==> src/rtl/mem_stall_ctrl.sv <==
// Pipeline stall controller for the 5-stage core.
// Latches each memory port's response independently, so either the
// instruction or the data memory may finish first without the port being
// re-requested. It drives lockstep stall enables for every pipeline register
// and keeps saturating stall-cycle performance counters.
module mem_stall_ctrl #(
    parameter int NUM_REGS = 4,
    parameter int CNT_W    = 32
) (
    input  logic                clk,
    input  logic                rst,
    input  logic                imem_req_i,
    input  logic                imem_resp_i,
    input  logic                dmem_req_i,
    input  logic                dmem_resp_i,
    input  logic                clear_cnt_i,
    output logic [NUM_REGS-1:0] stall_o,
    output logic                pc_stall_o,
    output logic                imem_read_o,
    output logic                dmem_req_o,
    output logic [CNT_W-1:0]    stall_cycles_o,
    output logic [CNT_W-1:0]    imiss_cycles_o,
    output logic [CNT_W-1:0]    dmiss_cycles_o
);

    localparam logic [CNT_W-1:0] CNT_ONE = {{(CNT_W-1){1'b0}}, 1'b1};
    localparam logic [CNT_W-1:0] CNT_MAX = '1;

    // Response already received for the current pipeline step
    logic i_done;
    logic d_done;

    logic i_ok;
    logic d_ok;
    logic advance;
    logic imiss_inc;
    logic dmiss_inc;

    // Saturating increment: the counter stops at all ones
    function automatic logic [CNT_W-1:0] sat_inc(input logic [CNT_W-1:0] value);
        return (value == CNT_MAX) ? value : value + CNT_ONE;
    endfunction

    // Decide whether the pipeline moves this cycle and what to request
    always_comb begin
        // NOTE: every signal gets a value on every path, so no latch is inferred.
        i_ok        = ~imem_req_i | i_done | imem_resp_i;
        d_ok        = ~dmem_req_i | d_done | dmem_resp_i;
        advance     = i_ok & d_ok & ~rst;
        stall_o     = {NUM_REGS{~advance}};
        pc_stall_o  = ~advance;
        imem_read_o = imem_req_i & ~i_done & ~rst;
        dmem_req_o  = dmem_req_i & ~d_done & ~rst;
        imiss_inc   = imem_req_i & ~i_done & ~imem_resp_i;
        dmiss_inc   = dmem_req_i & ~d_done & ~dmem_resp_i;
    end

    // Remember a port's response until the whole pipeline advances
    always_ff @(posedge clk or posedge rst) begin
        // NOTE: state is updated with non-blocking assignments so every flop
        // samples the values from before the edge.
        if (rst) begin
            i_done <= 1'b0;
            d_done <= 1'b0;
        end else if (advance) begin
            i_done <= 1'b0;
            d_done <= 1'b0;
        end else begin
            if (imem_req_i && imem_resp_i) begin
                i_done <= 1'b1;
            end
            if (dmem_req_i && dmem_resp_i) begin
                d_done <= 1'b1;
            end
        end
    end

    // Performance counters; clearing wins over counting
    always_ff @(posedge clk or posedge rst) begin
        if (rst) begin
            stall_cycles_o <= '0;
            imiss_cycles_o <= '0;
            dmiss_cycles_o <= '0;
        end else if (clear_cnt_i) begin
            stall_cycles_o <= '0;
            imiss_cycles_o <= '0;
            dmiss_cycles_o <= '0;
        end else begin
            if (!advance) begin
                stall_cycles_o <= sat_inc(stall_cycles_o);
            end
            if (imiss_inc) begin
                imiss_cycles_o <= sat_inc(imiss_cycles_o);
            end
            if (dmiss_inc) begin
                dmiss_cycles_o <= sat_inc(dmiss_cycles_o);
            end
        end
    end

endmodule

==> config.mk <==
export PLATFORM = sky130hd
export DESIGN_NAME = mem_stall_ctrl
export DESIGN_NICKNAME = d
export VERILOG_FILES = /design/src/rtl/mem_stall_ctrl.sv
export SDC_FILE = /design/constraint.sdc
export NUM_CORES = 1
export LEC_CHECK = 0
export ABC_AREA = 1
export BUFFER_PORTS_ARGS = -buffer_cell sky130_fd_sc_hd__buf_2
export CELL_PAD_IN_SITES_DETAIL_PLACEMENT = 1
export CELL_PAD_IN_SITES_GLOBAL_PLACEMENT = 1
export CORE_MARGIN = 2
export CORE_UTILIZATION = 35
export DETAILED_ROUTE_END_ITERATION = 8
export PLACE_DENSITY_LB_ADDON = 0.1
export SYNTH_ARGS = -nofsm -noshare
export SYNTH_HDL_FRONTEND = slang
export SYNTH_SLANG_ARGS = --single-unit
==> constraint.sdc <==
create_clock -name clk -period 4.4 [get_ports clk]
set_clock_uncertainty 0.05 [all_clocks]
set_input_delay 0.88 -clock clk [delete_from_list [all_inputs] [get_ports clk]]
set_output_delay 0.88 -clock clk [all_outputs]
set_load 0.02 [all_outputs]
### Word level (Yosys, flattened, before mapping)

Index checks and enable logic that the tools add are counted.

* flip-flop bits (word level): 98
* bits in latches: 0
* bits in writable memories: 0
* bits in read-only memories: 0
* input bits: 7
* output and inout bits: 103
* logic and storage cells: 57
* memories kept: 0

* add/subtract/negate cells: 3
* multiply operators: 0
* divide/modulo/power cells: 0
* magnitude comparators: 0
* equal/unequal tests: 7
* shift operators: 0
* mux-type cells: 13
* bitwise logic cells: 20
* reductions and logical operators: 9

Operators by type and width (number)
* 32-bit 2-to-1 mux: 9
* 32-bit by 1-bit adder with 32-bit output, second input constant: 3
* 32-bit == test, second input constant: 3
* 1-bit bitwise AND: 8
* 2-bit inequality test, second input constant: 4
* 1-bit inverter: 8
* 2-bit nonzero test: 4
* 2-bit AND reduction: 3
* 1-bit 2-to-1 mux: 4
* 1-bit OR: 4
* 1-bit logical AND: 2

### Logic depth before layout (Yosys ltp)

* depth after elaboration: 7
* gate-level depth with buffers: 11
* depth with buffers taken out: 10

### Worst setup path after synthesis

OpenSTA, ideal clock, no wires.

* path kind: input to register
* start: in rst
* end: reg i_done
* library setup time: 232 ps
* data arrival time: 3097 ps
* required time: 4118 ps
* setup slack: 1021 ps
* stages on the path: 2
* path buffers: 0
* cells stage by stage: inv_1 -> a21oi_1

* word-level cells in the longest chain between the ends: 3

Ends and longest elaborated chain
* start, declared: RTL line 11 `input logic rst,`
* 1-bit inverter (*): RTL line 49 `advance = i_ok & d_ok & ~rst;`
* 1-bit bitwise AND (*): RTL line 49
* 1-bit 2-to-1 mux / 2-bit nonzero test (equally long branches)
* end signal, assigned: RTL line 63 `i_done <= 1'b0;`
* end signal, assigned: RTL line 66 `i_done <= 1'b0;`
* end signal, assigned: RTL line 70 `i_done <= 1'b1;`
* end, declared: RTL line 30 `logic i_done;`

Every way passes the cells marked *; elsewhere a longest branch is shown, timed or not.
A chain may end at the register's enable or synchronous reset.

### Final worst setup path

* start: in dmem_resp_i
* end: out stall_o[1]

* word-level cells in the longest chain between the ends: 4

Ends and longest elaborated chain
* start, declared: RTL line 15 `input logic dmem_resp_i,`
* 1-bit OR: RTL line 48 `d_ok = ~dmem_req_i | d_done | dmem_resp_i;`
* 1-bit bitwise AND (2 in series): RTL line 49
* 1-bit inverter: RTL line 50 `stall_o = {NUM_REGS{~advance}};`
* end, declared: RTL line 17 `output logic [NUM_REGS-1:0] stall_o,`

No other way between the ends.

==> flow_metrics.env <==
export IMPL_slew_viol_final=0
export IMPL_synthArstFlopShare_pct=100
export IMPL_cp_end_kind="primary output"
export IMPL_grtUsageTotal_pct=21.2
export IMPL_slew_headroom_pct=50.8
export IMPL_setup_viol=0
export IMPL_power_frac_seq_pct=50.4
export IMPL_portBuffers=109
export IMPL_synthTopCellsByArea="dfrtp_1 (37%), nand2_1 (24%), nor2_1 (7.6%)"
export IMPL_grt_pass1_vias=6741
export IMPL_fin_crit_sh_pct=66.8
export IMPL_synthFlopType="dfrtp_1"
export IMPL_grt_pass1_wl_um=34400
export IMPL_coreArea_um2=18600
export IMPL_numCtsBuffers=9
export IMPL_drv_cap=0
export IMPL_clkTransAtPathRegs_ns=0.07
export IMPL_die_y_um=141
export IMPL_synth_top_area_share_pct=37.1
export IMPL_dp_hpwl_um=15300
export IMPL_power_switching_uw=499
export IMPL_synth_most_common_cell="nand2_1"
export IMPL_clockRootBuffer="clkbuf_16"
export IMPL_hold_violations=0
export IMPL_fmax_ghz=0.340
export IMPL_p_leak_nw=3.66
export IMPL_core_rowCount=50
export IMPL_total_power_mw=1.82
export IMPL_hold_class="reg -> reg"
export IMPL_vias_per_cell=4.89
export IMPL_drtIter0Drc=290
export IMPL_p_int_mw=1.32
export IMPL_die_width_um=141
export IMPL_synthTopCellsByCount="nand2_1 (424), nor2_1 (134), dfrtp_1 (98)"
export IMPL_power_density_nw_per_um2=240
export IMPL_syn_inst=1020
export IMPL_clockPowerShare_pct=42.6
export IMPL_route_detailed_wl_per_inst_um=15.1
export IMPL_vdd_ir_drop_worst_uv=178
export IMPL_p_comb_share_pct=7.0
export IMPL_tns_ns=0
export IMPL_ant_nets=0
export IMPL_synth_warnings=0
export IMPL_io_pins=110
export IMPL_synth_area_leader_cell="dfrtp_1"
export IMPL_start_util_pct=35.5
export IMPL_crit_arrival_ns=2.01
export IMPL_dieArea_um2=20000
export IMPL_synth_edf_count=0
export IMPL_wl_um=20500
export IMPL_synth_cell_type_count=32
export IMPL_cts_htree_levels=3
export IMPL_critical_path_startpoint_type="primary input"
export IMPL_ys_seq_elements=98
export IMPL_cts_hold_buffers=0
export IMPL_area_growth_pct=14.6
export IMPL_post_cts_setup_buffers=0
export IMPL_drive_gt1_share_pct=15.0
export IMPL_syn_area_um2=6620
export IMPL_cts_buffer_depth=2
export IMPL_rsz0062_at_grt="false"
export IMPL_outcome="finished, final reports clean"
export IMPL_antenna_found_initial=0
export IMPL_p_sw_share_pct=27.4
export IMPL_regArea_um2=2450
export IMPL_cts_resized=0
export IMPL_crit_fanout=8
export IMPL_via_count=6644
export IMPL_multi_input_area_um2=3610
export IMPL_worstPathRequired_ns=3.47
export IMPL_first_pass_iters=4
export IMPL_avgSynthCellArea_um2=6.49
export IMPL_cts_tree="built"
export IMPL_diodes=0
export IMPL_drc=0
export IMPL_grt_max_degree=51
export IMPL_yosysSeqAreaShare_pct=37.1
export IMPL_tightestPinTransition_ns=0.736
export IMPL_synth_nets=1030
export IMPL_clk_latency_ns=0.36
export IMPL_fillCellCount=2528
export IMPL_critical_path_class="in -> out"
export IMPL_place_congestion=0.800
export IMPL_overflow=0
export IMPL_clock_sinks=98
export IMPL_layout_nets=1131
export IMPL_period_minus_slack_ns=2.94
sequential cells by signal (all words and copies together) (netlist names):
signal          cells
dmiss_cycles_o     32
imiss_cycles_o     32
stall_cycles_o     32
d_done              1
i_done              1
per-stage QoR:
step	setup WS, ns	area (um^2)	instances	util [%]	hold WS, ns
after detailed placement	1.45	7310	1344	39.2	0.481
after global placement	1.49	7310	1344	39.2	0.481
after global routing	1.34	7580	1360	40.7	0.537
final	1.46	7580	1360	40.7	0.502
after floorplan	0.889	6620	1020	-	0.439
after CTS	1.46	7580	1360	40.7	0.502
final timing paths:
| check | startpoint | endpoint | slack, ns | cells after the start |
|---|---|---|---|---|
| min in group asynchronous | rst | stall_cycles_o[28] | 0.62 | 2 |
| hold reg to reg | d_done | d_done | 0.50 | 2 |
| hold / removal | d_done | d_done | 0.50 | 2 |
| setup / recovery | dmem_resp_i | stall_o[1] | 1.46 | 5 |
| setup reg to reg | stall_cycles_o[1] | stall_cycles_o[14] | 2.01 | 9 |
| max in group asynchronous | rst | imiss_cycles_o[29] | 2.76 | 3 |
critical path, stage by stage:
cell and delay, ns:
buf_2 0.11, nor3_1 0.46, nor3_1 0.14, inv_1 0.22, buf_2 0.21
placed cells by master, fill, tap and decap left out:
cell	synthesis	routed
nand3b_1	1	1
inv_4	0	1
nor3_1	5	5
clkbuf_16	0	9
xor2_1	20	20
o211ai_1	1	1
nand2_4	3	3
o21ai_0	39	39
inv_2	2	2
clkinv_2	0	3
nand4_2	2	2
nor2_8	2	2
nor2_1	134	134
nand2_2	6	6
ha_1	3	3
clkbuf_1	2	1
dfrtp_1	98	98
nand3_1	74	74
nor2_2	9	9
o21bai_1	6	6
buf_2	4	109
nand4_1	6	6
o21ai_1	32	32
a21oi_1	4	4
nand3_2	3	3
nor2_4	3	3
nand2_1	424	424
o21ai_2	1	1
buf_4	7	4
xnor2_1	13	13
inv_6	0	2
or2_2	8	8
clkinv_4	0	1
inv_1	97	96
nor3_2	1	1
final cells by class:
type,count,share of cell area (%)
multi-input cells,800,47.7
flip-flops and latches,98,32.4
repair buffers,113,7.59
inverters,99,4.94
well taps,234,3.86
clock buffers,10,3.02
clock inverters,6,0.545
power groups by stage:
stage / Combinational (mW) / Clock, mW / Sequential [mW]
final: 0.128 / 0.776 / 0.917
after global routing: 0.144 / 0.828 / 0.918
after CTS: 0.133 / 0.794 / 0.917
after detailed placement: 0.133 / 0 / 0.934
after global placement: 0.130 / 0 / 0.935
after floorplan: 0.0930 / 0 / 0.940
per-layer routing:
layer | vias to the layer above | global-route usage, % | routed length, um
met5 | - | 0 | 0
met4 | 0 | 6.47 | 400
met3 | 21 | 2.70 | 545
met2 | 95 | 35.8 | 9490
met1 | 3148 | 28.6 | 10100
li1 | 3380 | - | -
logic make-up after synthesis:
family | after synthesis | synth area share (%)
AO/OA/AOI/OAI | 83 | 6.60
XOR/XNOR | 33 | 4.37
adder cells (fa/ha/maj) | 3 | 0.567
buffers and inverters | 122 | 8.30
flip-flops | 98 | 37.1
AND/OR/NAND/NOR | 681 | 43.1
Power figures use the tool's default switching activity.
